### src/rtl/seg_pkg.sv
// Shared definitions for the seven-segment scan driver: segment table,
// ASCII helpers and the text-record FSM state encoding.
package seg_pkg;

    // Active-high segment patterns {g,f,e,d,c,b,a} for hex digits 0..F
    localparam logic [6:0] SEG_TABLE [16] = '{
        7'h3F, 7'h06, 7'h5B, 7'h4F, 7'h66, 7'h6D, 7'h7D, 7'h07,
        7'h7F, 7'h6F, 7'h77, 7'h7C, 7'h39, 7'h5E, 7'h79, 7'h71
    };

    localparam logic [7:0] ASCII_CR = 8'h0D;
    localparam logic [7:0] ASCII_LF = 8'h0A;
    localparam logic [7:0] ASCII_SP = 8'h20;

    typedef enum logic [1:0] {
        IDLE       = 2'd0,
        SEND_DIGIT = 2'd1,
        SEND_CR    = 2'd2,
        SEND_LF    = 2'd3
    } text_state_t;

    // Hex nibble to upper-case ASCII character
    function automatic logic [7:0] hex_to_ascii(input logic [3:0] nib);
        logic [7:0] chr;
        if (nib < 4'd10) begin
            chr = 8'h30 + {4'h0, nib};
        end else begin
            chr = 8'h37 + {4'h0, nib};
        end
        return chr;
    endfunction

    // Character emitted for one digit: a space when the digit is blanked
    function automatic logic [7:0] text_char(input logic [3:0] nib, input logic blanked);
        logic [7:0] chr;
        if (blanked) begin
            chr = ASCII_SP;
        end else begin
            chr = hex_to_ascii(nib);
        end
        return chr;
    endfunction

endpackage

### src/rtl/seg_text_streamer.sv
// Emits one ASCII record (digits MSD first, then CR LF) per frame on a
// valid/ready byte stream. A frame that arrives while a record is still in
// flight is dropped entirely so records never interleave.
module seg_text_streamer
    import seg_pkg::*;
#(
    parameter int NUM_DIGITS = 4
) (
    input  logic                      clk,
    input  logic                      rst_n,
    input  logic                      frame_start,
    input  logic [4*NUM_DIGITS-1:0]   data,
    input  logic [NUM_DIGITS-1:0]     blank_mask,
    output logic [7:0]                tx_data,
    output logic                      tx_valid,
    input  logic                      tx_ready
);

    localparam int IDX_W = $clog2(NUM_DIGITS);
    localparam logic [IDX_W-1:0] IDX_TOP = IDX_W'(NUM_DIGITS - 1);

    text_state_t               state_r, state_s;
    logic [IDX_W-1:0]          idx_r, idx_s;
    logic [IDX_W-1:0]          idx_dec_s;
    logic [4*NUM_DIGITS-1:0]   text_r, text_s;
    logic [NUM_DIGITS-1:0]     mask_r, mask_s;
    logic [7:0]                tx_data_r, tx_data_s;
    logic                      tx_valid_r, tx_valid_s;

    assign idx_dec_s = idx_r - 1'b1;

    // Next-state and next-output logic of the text FSM
    always_comb begin
        state_s    = state_r;
        idx_s      = idx_r;
        text_s     = text_r;
        mask_s     = mask_r;
        tx_data_s  = tx_data_r;
        tx_valid_s = tx_valid_r;
        case (state_r)
            IDLE: begin
                if (frame_start) begin
                    text_s     = data;
                    mask_s     = blank_mask;
                    idx_s      = IDX_TOP;
                    state_s    = SEND_DIGIT;
                    tx_valid_s = 1'b1;
                    tx_data_s  = text_char(data[4*(NUM_DIGITS-1) +: 4],
                                           blank_mask[NUM_DIGITS-1]);
                end else begin
                    tx_valid_s = 1'b0;
                end
            end
            SEND_DIGIT: begin
                if (tx_ready) begin
                    if (idx_r == {IDX_W{1'b0}}) begin
                        state_s   = SEND_CR;
                        tx_data_s = ASCII_CR;
                    end else begin
                        idx_s     = idx_dec_s;
                        tx_data_s = text_char(text_r[4*int'(idx_dec_s) +: 4],
                                              mask_r[idx_dec_s]);
                    end
                end else begin
                    state_s = SEND_DIGIT;
                end
            end
            SEND_CR: begin
                if (tx_ready) begin
                    state_s   = SEND_LF;
                    tx_data_s = ASCII_LF;
                end else begin
                    state_s = SEND_CR;
                end
            end
            SEND_LF: begin
                if (tx_ready) begin
                    state_s    = IDLE;
                    tx_valid_s = 1'b0;
                end else begin
                    state_s = SEND_LF;
                end
            end
            default: begin
                state_s    = IDLE;
                tx_valid_s = 1'b0;
            end
        endcase
    end

    // Text FSM state, text shadow and registered stream outputs
    always_ff @(posedge clk or negedge rst_n) begin
        if (!rst_n) begin
            state_r    <= IDLE;
            idx_r      <= {IDX_W{1'b0}};
            text_r     <= {(4*NUM_DIGITS){1'b0}};
            mask_r     <= {NUM_DIGITS{1'b0}};
            tx_data_r  <= 8'h00;
            tx_valid_r <= 1'b0;
        end else begin
            state_r    <= state_s;
            idx_r      <= idx_s;
            text_r     <= text_s;
            mask_r     <= mask_s;
            tx_data_r  <= tx_data_s;
            tx_valid_r <= tx_valid_s;
        end
    end

    assign tx_data  = tx_data_r;
    assign tx_valid = tx_valid_r;

endmodule

### src/rtl/seg_scan_driver.sv
// Multiplexed seven-segment scan driver with anti-ghosting blank interval,
// frame-coherent input snapshots, leading-zero blanking and a per-frame
// ASCII text record for the UART path.
module seg_scan_driver
    import seg_pkg::*;
#(
    parameter int NUM_DIGITS      = 4,
    parameter int SCAN_DIV        = 32768,
    parameter int BLANK_CYCLES    = 64,
    parameter int SEG_ACTIVE_LOW  = 1,
    parameter int SEL_ACTIVE_HIGH = 1
) (
    input  logic                      clk,
    input  logic                      rst_n,
    input  logic [4*NUM_DIGITS-1:0]   data,
    input  logic [NUM_DIGITS-1:0]     dp,
    input  logic                      lz_blank,
    output logic [NUM_DIGITS-1:0]     SEG_S,
    output logic [7:0]                SEG,
    output logic                      frame_start,
    output logic [7:0]                tx_data,
    output logic                      tx_valid,
    input  logic                      tx_ready
);

    localparam int SLOT_W = $clog2(SCAN_DIV);
    localparam int DIG_W  = $clog2(NUM_DIGITS);
    localparam logic [SLOT_W-1:0] SLOT_LAST = SLOT_W'(SCAN_DIV - 1);
    localparam logic [SLOT_W-1:0] BLANK_END = SLOT_W'(BLANK_CYCLES);
    localparam logic [DIG_W-1:0]  DIG_LAST  = DIG_W'(NUM_DIGITS - 1);
    localparam logic [7:0] SEG_OFF = (SEG_ACTIVE_LOW != 0) ? 8'hFF : 8'h00;
    localparam logic [NUM_DIGITS-1:0] SEL_OFF =
        (SEL_ACTIVE_HIGH != 0) ? {NUM_DIGITS{1'b0}} : {NUM_DIGITS{1'b1}};

    logic [SLOT_W-1:0]         slot_cnt_r, slot_next_s;
    logic [DIG_W-1:0]          digit_r, digit_next_s;
    logic                      frame_tick_s;
    logic [4*NUM_DIGITS-1:0]   data_sh_r;
    logic [NUM_DIGITS-1:0]     dp_sh_r;
    logic                      lz_sh_r;
    logic                      frame_start_r;
    logic [NUM_DIGITS-1:0]     sel_r, sel_next_s, sel_hot_s;
    logic [7:0]                seg_r, seg_next_s, seg_hot_s;
    logic [3:0]                nib_s;
    logic [NUM_DIGITS-1:0]     shadow_mask_s;
    logic [NUM_DIGITS-1:0]     live_mask_s;
    logic                      sh_run_s;
    logic                      live_run_s;

    // Boundary is the edge leaving slot 0 of digit 0 (also the first edge after reset)
    assign frame_tick_s = (slot_cnt_r == {SLOT_W{1'b0}}) && (digit_r == {DIG_W{1'b0}});

    // Slot counter and digit index advance
    always_comb begin
        slot_next_s  = slot_cnt_r;
        digit_next_s = digit_r;
        if (slot_cnt_r == SLOT_LAST) begin
            slot_next_s = {SLOT_W{1'b0}};
            if (digit_r == DIG_LAST) begin
                digit_next_s = {DIG_W{1'b0}};
            end else begin
                digit_next_s = digit_r + 1'b1;
            end
        end else begin
            slot_next_s = slot_cnt_r + 1'b1;
        end
    end

    // Leading-zero masks: digit k blanks when all nibbles k..top are zero (digit 0 never)
    always_comb begin
        shadow_mask_s = {NUM_DIGITS{1'b0}};
        live_mask_s   = {NUM_DIGITS{1'b0}};
        sh_run_s      = 1'b1;
        live_run_s    = 1'b1;
        for (int k = NUM_DIGITS - 1; k >= 1; k--) begin
            sh_run_s         = sh_run_s & (data_sh_r[4*k +: 4] == 4'h0);
            live_run_s       = live_run_s & (data[4*k +: 4] == 4'h0);
            shadow_mask_s[k] = lz_sh_r & sh_run_s;
            live_mask_s[k]   = lz_blank & live_run_s;
        end
    end

    // Next select/segment pattern for the current slot position
    always_comb begin
        nib_s      = data_sh_r[4*int'(digit_r) +: 4];
        sel_hot_s  = {NUM_DIGITS{1'b0}};
        seg_hot_s  = 8'h00;
        sel_next_s = SEL_OFF;
        seg_next_s = SEG_OFF;
        if (slot_cnt_r < BLANK_END) begin
            sel_next_s = SEL_OFF;
            seg_next_s = SEG_OFF;
        end else begin
            sel_hot_s[digit_r] = 1'b1;
            seg_hot_s[7]       = dp_sh_r[digit_r];
            if (shadow_mask_s[digit_r]) begin
                seg_hot_s[6:0] = 7'h00;
            end else begin
                seg_hot_s[6:0] = SEG_TABLE[nib_s];
            end
            sel_next_s = (SEL_ACTIVE_HIGH != 0) ? sel_hot_s : ~sel_hot_s;
            seg_next_s = (SEG_ACTIVE_LOW != 0) ? ~seg_hot_s : seg_hot_s;
        end
    end

    // Scan position counters
    always_ff @(posedge clk or negedge rst_n) begin
        if (!rst_n) begin
            slot_cnt_r <= {SLOT_W{1'b0}};
            digit_r    <= {DIG_W{1'b0}};
        end else begin
            slot_cnt_r <= slot_next_s;
            digit_r    <= digit_next_s;
        end
    end

    // Display shadow captured only at frame boundaries, plus frame_start pulse
    always_ff @(posedge clk or negedge rst_n) begin
        if (!rst_n) begin
            data_sh_r     <= {(4*NUM_DIGITS){1'b0}};
            dp_sh_r       <= {NUM_DIGITS{1'b0}};
            lz_sh_r       <= 1'b0;
            frame_start_r <= 1'b0;
        end else begin
            frame_start_r <= frame_tick_s;
            if (frame_tick_s) begin
                data_sh_r <= data;
                dp_sh_r   <= dp;
                lz_sh_r   <= lz_blank;
            end
        end
    end

    // Registered display pins
    always_ff @(posedge clk or negedge rst_n) begin
        if (!rst_n) begin
            sel_r <= SEL_OFF;
            seg_r <= SEG_OFF;
        end else begin
            sel_r <= sel_next_s;
            seg_r <= seg_next_s;
        end
    end

    assign SEG_S       = sel_r;
    assign SEG         = seg_r;
    assign frame_start = frame_start_r;

    seg_text_streamer #(
        .NUM_DIGITS (NUM_DIGITS)
    ) u_text (
        .clk         (clk),
        .rst_n       (rst_n),
        .frame_start (frame_tick_s),
        .data        (data),
        .blank_mask  (live_mask_s),
        .tx_data     (tx_data),
        .tx_valid    (tx_valid),
        .tx_ready    (tx_ready)
    );

endmodule

### config.mk
export PLATFORM = sky130hd
export DESIGN_NAME = seg_scan_driver
export DESIGN_NICKNAME = d
export VERILOG_FILES = /design/src/rtl/seg_pkg.sv /design/src/rtl/seg_text_streamer.sv /design/src/rtl/seg_scan_driver.sv
export SDC_FILE = /design/constraint.sdc
export NUM_CORES = 1
export LEC_CHECK = 0
export BUFFER_PORTS_ARGS = -buffer_cell sky130_fd_sc_hd__buf_4
export CAP_MARGIN = 10
export CORE_ASPECT_RATIO = 1.5
export CORE_MARGIN = 2
export CORE_UTILIZATION = 59
export CTS_CLUSTER_SIZE = 30
export DETAILED_ROUTE_END_ITERATION = 12
export PLACE_DENSITY_LB_ADDON = 0.12
export SLEW_MARGIN = 20
export SYNTH_ARGS = -nofsm -noshare
export SYNTH_HDL_FRONTEND = slang
export SYNTH_SLANG_ARGS = --single-unit
### constraint.sdc
create_clock -name clk -period 3.2 [get_ports clk]
set_input_delay 0.16 -clock clk [delete_from_list [all_inputs] [get_ports clk]]
set_output_delay 0.16 -clock clk [all_outputs]
set_load 0.02 [all_outputs]
==> flow_summary.yaml, run 1 <==
synthesis:
  async_flop_share_pct: 100
  synth_edf_count: 0
  synthesis.area_mm2: 0.00429
  yosysWarnings: 0
  synthFlopType: "dfrtp_1"
  syn_inst: 395
  synth_nets: 438
  synthDistinctLibCells: 54
  ys_ff_latch: 82
  avgSynthCellArea_um2: 10.8
  seq_area_frac_synth_pct: 48.1
clocking:
  cts_hold_buf: 1
  cts_buffers: 9
  clk_pin_slew_worst_paths_ns: 0.08
  clockRootBuffer: "clkbuf_8"
  cts_tree: "yes"
  htree_levels: 3
  cts_setup_buffers: 0
  cts.sinks: 82
  postCtsResizedCells: 0
  clk_latency_ns: 0.36
  clockBufferDepth: 2
floorplan:
  io_pins: 46
  rows: 38
  fp.dieH_um: 108
  fp.dieW_um: 73.6
  start_util_pct: 60.1
  dieArea_mm2: 0.00798
  fp.coreArea_mm2: 0.00713
grt:
  grt_overflow: 0
  grtUsageTotal_pct: 24.8
  grt_max_degree: 83
  grt_pass1_wl_mm: 14.9
  first_global_vias: 3149
  grt_antenna_before_repair: 0
timing:
  post-route-period-util_pct: 80.5
  slew_viol_final: 0
  worst_pin_slew_ns: 0.710
  finalClockSkew_ns: 0.00946
  relSlewSlack_pct: 52.7
  finalSetupTns_ns: 0
  rsz0062_at_grt: "false"
  setup_viol: 0
  timing.hold.ws_ns: 0.00707
  setup_ws_ns: 0.624
  fmax_mhz: 388
  hold_viol_final: 0
  min_period_ns: 2.58
cells_and_area:
  layout_commonest_cell: "dfrtp_1"
  fill_cells: 572
  drive_gt1_share_pct: 26.0
  diodes: 0
  syn_to_final_growth_pct: 13.3
  final_cell_mix: "dfrtp_1 (74), nand2_1 (60), buf_4 (49)"
  nNetsFinal: 484
route:
  vias: 3084
  wl_per_cell_um: 17.2
  postRouteAntennaNets: 0
  drcViolationCount: 0
  viasPerCell: 5.86
  dr.first_iter.drc_count: 114
  drt_pass1_iterations: 4
  wirelength_mm: 9.06
worst_setup_path:
  startpoint: "u_text.idx_r[0]$_DFFE_PN0P_"
  crit_type: "flip-flop to flip-flop"
  reg2reg_from: "u_text.idx_r[0]$_DFFE_PN0P_"
  critPathArrivalTime_ns: 2.82
  endpoint_kind: "flip-flop"
  path_max_fanout: 11
  start_kind: "flip-flop"
  crit_required_ns: 3.45
hold_path:
  hp-class: "input pin to flip-flop"
  hold_path.startpoint: "data[1]"
power_and_ir_drop:
  p_leak_nw: 2.28
  p_comb_share_pct: 35.6
  p_sw_share_pct: 33.7
  power_switching_mw: 1.05
  cellPowerDensity_mw_per_mm2: 639
  max-vdd-ir-drop_mv: 0.546
  finalPower_mw: 3.10
  intPower_mw: 2.06
  pwr-share-seq_pct: 39.3
  power_frac_clock_pct: 25.0
place:
  gp_congestion: 0.898
  place_ws_ns: 0.648
  dp_hpwl_mm: 6.54
  numPortBuffers: 44
run_status:
  status: "complete, no violations"
flow_run:
  cap_violations: 0
==> cells in the mapped netlist, types with 2 or more instances <==
library cell,n,area share [%]
xnor2_1,7,1.4
a21oi_1,13,1.5
mux2_2,30,7.9
dfstp_2,8,4.9
o211ai_1,2,0.35
o311ai_0,2,0.41
buf_2,4,0.47
mux2i_1,6,1.4
o21ai_0,13,1.5
buf_4,5,0.88
clkbuf_1,5,0.44
nand3_1,7,0.82
nor4b_1,2,0.41
buf_6,2,0.53
nand2b_1,2,0.29
inv_1,21,1.8
ha_1,19,5.5
nor3_1,8,0.93
mux4_2,7,3.7
nand4_1,5,0.73
nand2_1,60,5.3
and4_1,2,0.41
xor2_1,7,1.4
nor2_1,24,2.1
a22o_1,3,0.61
o22a_1,3,0.61
nor4_1,5,0.73
and2_1,7,1.0
o221ai_1,4,0.82
and3_1,8,1.2
a31oi_1,5,0.73
dfrtp_1,74,43
nor2b_1,4,0.58
==> power by group through the flow <==
stage	Clock (mW)	Combinational, mW	Sequential, mW
2_1_floorplan	0	0.913	1.25
3_3_place_gp	0	1.06	1.24
3_5_place_dp	0	1.09	1.24
4_1_cts	0.791	1.10	1.22
5_1_grt	0.825	1.22	1.23
6_report	0.777	1.11	1.22
==> worst paths after layout <==
| path | to | slack [ns] | cells after the start |
|---|---|---|---|
| worst max-delay path | u_text.tx_data[6]$_DFFE_PN0P_ | 0.62 | 9 |
| worst min-delay path | data_sh_r[1]$_DFFE_PN0P_ | 0.007 | 3 |
| worst max register to register | u_text.tx_data[6]$_DFFE_PN0P_ | 0.62 | 9 |
| worst min register to register | data_sh_r[1]$_DFFE_PN0P_ | 0.49 | 2 |
| max in group asynchronous | u_text.idx_r[0]$_DFFE_PN0P_ | 2.32 | 2 |
| min in group asynchronous | SEG_S[3]$_DFF_PN0_ | 0.40 | 2 |
==> layer usage <==
layer / up-vias / global-route usage (%) / routed length [um]
li1: 1480 / - / -
met1: 1517 / 29.3 / 3620
met2: 60 / 41.3 / 4700
met3: 27 / 3.36 / 244
met4: 0 / 16.1 / 496
met5: - / 0 / 0
==> metrics by stage <==
step / cells / utilization, % / area (um^2)
detailed placement: 508 / 64.9 / 4630
global placement: 508 / 64.9 / 4630
floorplan: 395 / - / 4290
global route: 526 / 68.1 / 4860
finish: 526 / 68.1 / 4860
CTS: 525 / 67.9 / 4840
==> worst max-delay path, stage by stage, from the launching register on <==
cell and delay [ns]:
dfrtp_1 0.58, inv_1 0.09, ha_1 0.43, mux4_2 0.38
inv_1 0.10, ha_1 0.17, nor2b_1 0.05, o21ai_0 0.25
o32ai_1 0.13, mux2_2 0.28
==> flip-flops by register name, indices dropped and copies added (netlist names), 3 cells and up <==
| name | flops |
|---|---|
| dp_sh_r | 4 |
| u_text.tx_data | 7 |
| u_text.mask_r | 3 |
| data_sh_r | 16 |
| SEG | 8 |
| slot_cnt_r | 15 |
| u_text.text_r | 16 |
| SEG_S | 4 |
==> logic make-up (layout without fill, tap and decap cells) <==
logic type / Yosys count / count (layout) / share of synthesized area (%)
AO/OA/AOI/OAI: 56 / 56 / 8.82
other: 1 / 1 / 0.0875
adder cells (fa/ha/maj): 19 / 19 / 5.55
AND/OR/NAND/NOR: 140 / 140 / 15.7
flip-flops: 82 / 82 / 48.1
XOR/XNOR: 14 / 14 / 2.86
buffers and inverters: 38 / 89 / 4.91
multiplexers: 45 / 45 / 13.9
==> layout make-up <==
class	count	area, um^2	area share [%]
clock buffers	12	155	3.19
clock inverters	4	48.8	1.00
inverters	21	78.8	1.62
multi-input cells	275	2010	41.4
flip-flops and latches	82	2060	42.5
well taps	80	100	2.06
repair buffers	52	399	8.22
Power figures use the tool's default switching activity.
==> inputs of run 2 (changes only) <==
--- a/config.mk
+++ b/config.mk
@@ -5,6 +5,7 @@
 export SDC_FILE = /design/constraint.sdc
 export NUM_CORES = 1
 export LEC_CHECK = 0
+export ABC_AREA = 1
 export BUFFER_PORTS_ARGS = -buffer_cell sky130_fd_sc_hd__buf_4
 export CAP_MARGIN = 10
 export CORE_ASPECT_RATIO = 1.5
==> constraint.sdc (replaced) <==
create_clock -name clk -period 2.64 [get_ports clk]
set_input_delay 0.132 -clock clk [delete_from_list [all_inputs] [get_ports clk]]
set_output_delay 0.132 -clock clk [all_outputs]
set_load 0.02 [all_outputs]
==> run 2 against run 1 <==
Maximum frequency grew 14%; sequential power grew 20%; wire length grew 3.2%; core utilization grew 1.6 points; global-route usage grew 0.83 points; synthesized cell count grew 37%; clock power grew 9.8%; register-to-register slack lost 0.24 ns.
==> flow_summary.yaml, run 2 <==
worst_setup_path:
  rrSetupSlack_ns: 0.38
  slowest_stage: "dfrtp_1"
  reg2regPathDepth: 13
  crit_top_cell: "nand2_1"
  path_max_fanout: 13
  start_kind: "flip-flop"
  crit_type: "flip-flop to flip-flop"
  endpoint_kind: "flip-flop"
  crit_required_ns: 2.93
  r2r_end: "u_text.tx_data[2]$_DFFE_PN0P_"
  reg2reg_from: "u_text.idx_r[0]$_DFFE_PN0P_"
  endpoint: "u_text.tx_data[2]$_DFFE_PN0P_"
  cpPeakStageDelay_ns: 0.51
  cp_cell_sequence: "inv_2, ha_1, inv_1, nand3_1, nand2_1, ha_1, inv_1, nand3_1, nand4_1, nand2_1, nand2_1, nand2_1, a21oi_1"
  startpoint: "u_text.idx_r[0]$_DFFE_PN0P_"
  critPathArrivalTime_ns: 2.55
synthesis:
  yosysWarnings: 0
  synthesis.area_mm2: 0.00439
  ys_top_cells_by_area: "dfrtp_1 (42%), nand2_1 (11%), inv_1 (6.2%)"
  avgSynthCellArea_um2: 8.11
  synthFlopType: "dfrtp_1"
  synth_top_area_share_pct: 42.2
  synth.top_cells.by_count: "nand2_1 (123), dfrtp_1 (74), inv_1 (72)"
  synth_nets: 584
  yosysMostFrequentCell: "nand2_1"
  syn_inst: 541
  async_flop_share_pct: 100
  synthDistinctLibCells: 35
  synth_area_leader_cell: "dfrtp_1"
  synth_edf_count: 0
  seq_area_frac_synth_pct: 47.0
  ys_ff_latch: 82
floorplan:
  fp.coreArea_mm2: 0.00723
  fp.dieW_um: 74.4
  io_pins: 46
  dieArea_mm2: 0.00815
  fp.dieH_um: 110
  start_util_pct: 60.7
  rows: 38
timing:
  rsz0062_at_grt: "false"
  relSlewSlack_pct: 52.2
  post-route-period-util_pct: 85.6
  worst_pin_slew_ns: 0.717
  finalClockSkew_ns: 0.0111
  hold_viol_final: 0
  slew_viol_final: 0
  setup_ws_ns: 0.381
  setup_viol: 0
  min_period_ns: 2.26
  finalSetupTns_ns: 0
  fmax_mhz: 443
cells_and_area:
  nNetsFinal: 637
  fill_cells: 596
  fin_util_pct: 69.7
  drive_gt1_share_pct: 17.2
  stdcell_area_mm2: 0.00504
  final_cell_mix: "nand2_1 (123), dfrtp_1 (74), inv_1 (72)"
  diodes: 0
  syn_to_final_growth_pct: 14.8
  top_regs: "data_sh_r: 16 flops, u_text.text_r: 16 flops, slot_cnt_r: 15 flops"
  layout_commonest_cell: "nand2_1"
clocking:
  clockBufferDepth: 2
  clockRootBuffer: "clkbuf_8"
  cts_buffers: 9
  clk_latency_ns: 0.36
  htree_levels: 3
  clk_pin_slew_worst_paths_ns: 0.09
  cts_tree: "yes"
  cts_setup_buffers: 0
  cts.sinks: 82
flow_run:
  cap_violations: 0
place:
  gp_congestion: 0.921
  place_area_mm2: 0.00478
  numPortBuffers: 44
  place_ws_ns: 0.418
  dp_hpwl_mm: 7.06
grt:
  grt_pass1_wl_mm: 16.0
  grtUsageTotal_pct: 25.6
  grt_overflow: 0
  grt_antenna_before_repair: 0
  first_global_vias: 3563
  grt_max_degree: 83
route:
  dr.first_iter.drc_count: 233
  drt_pass1_iterations: 5
  wirelength_mm: 9.35
  viasPerCell: 5.32
  wl_per_cell_um: 13.4
  vias: 3719
  postRouteAntennaNets: 0
  drcViolationCount: 0
power_and_ir_drop:
  cellPowerDensity_mw_per_mm2: 752
  finalPower_mw: 3.79
  max-vdd-ir-drop_mv: 0.644
  p_leak_nw: 2.57
run_status:
  status: "complete, no violations"
hold_path:
  hp-class: "input pin to flip-flop"
-- run 2: layer usage --
| layer | vias up | GRT usage [%] | part of all wire [%] |
|---|---|---|---|
| met5 | - | 0 | 0 |
| met3 | 20 | 5.22 | 3.6 |
| met2 | 80 | 43.0 | 53 |
| met4 | 0 | 11.5 | 2.3 |
| li1 | 1838 | - | - |
| met1 | 1781 | 31.2 | 41 |
-- run 2: stage by stage --
step / std cells / hold WS, ns
after floorplan: 541 / -0.164
after global placement: 676 / 0.327
after detailed placement: 676 / 0.333
after CTS: 699 / 0.0383
after global routing: 699 / 0.0273
final: 699 / 0.0520
-- run 2: cell type report --
type	instances	area [um^2]	area share [%]
clock buffer	11	141	2.81
clock inverter	5	38.8	0.770
inverter	77	290	5.76
multi-input combinational	370	1950	38.8
sequential	82	2060	40.9
tap	100	125	2.48
timing repair buffer	54	427	8.47
-- run 2: how the worst min path moves through the flow --
stage / from / to / slack (ns) / cells after the start
floorplan: rst_n / SEG_S[0]$_DFF_PN0_ / -0.16 / 0
global placement: dp[3] / dp_sh_r[3]$_DFFE_PN0P_ / 0.33 / 3
detailed placement: dp[1] / dp_sh_r[1]$_DFFE_PN0P_ / 0.33 / 3
CTS: data[2] / u_text.text_r[2]$_DFFE_PN0P_ / 0.04 / 3
global route: data[2] / u_text.text_r[2]$_DFFE_PN0P_ / 0.03 / 3
finish: data[2] / u_text.text_r[2]$_DFFE_PN0P_ / 0.05 / 3
-- run 2: timing repair --
action | CTS | global route
gates resized for setup | 0 | 0
hold buffers | 7 | 0
endpoints found under the hold margin | 81 | 0
-- run 2: critical path, delay by kind of cell (launching register included) --
| kind | cells | cell delay (ns) |
|---|---|---|
| adders and majority gates | 2 | 0.66 |
| AOI/OAI and AO/OA | 1 | 0.12 |
| and+or+nand+nor | 7 | 0.54 |
| DFF | 1 | 0.51 |
| buffers and inverters | 3 | 0.35 |
-- run 2: report_power, final --
group | total (mW) | switching, mW | internal [mW]
Sequential | 1.47 | 0.0944 | 1.38
Clock | 0.853 | 0.483 | 0.371
Combinational | 1.46 | 0.944 | 0.515
Total | 3.79 | 1.52 | 2.27
-- run 2: cell families after synthesis --
kind of cell,after synthesis,share of synthesized area (%)
AO/OA/AOI/OAI,89,11.9
XOR/XNOR,9,1.80
adder cells (fa/ha/maj),19,5.42
buffers and inverters,89,8.47
flip-flops,82,47.0
other,1,0.0855
AND/OR/NAND/NOR,252,25.3
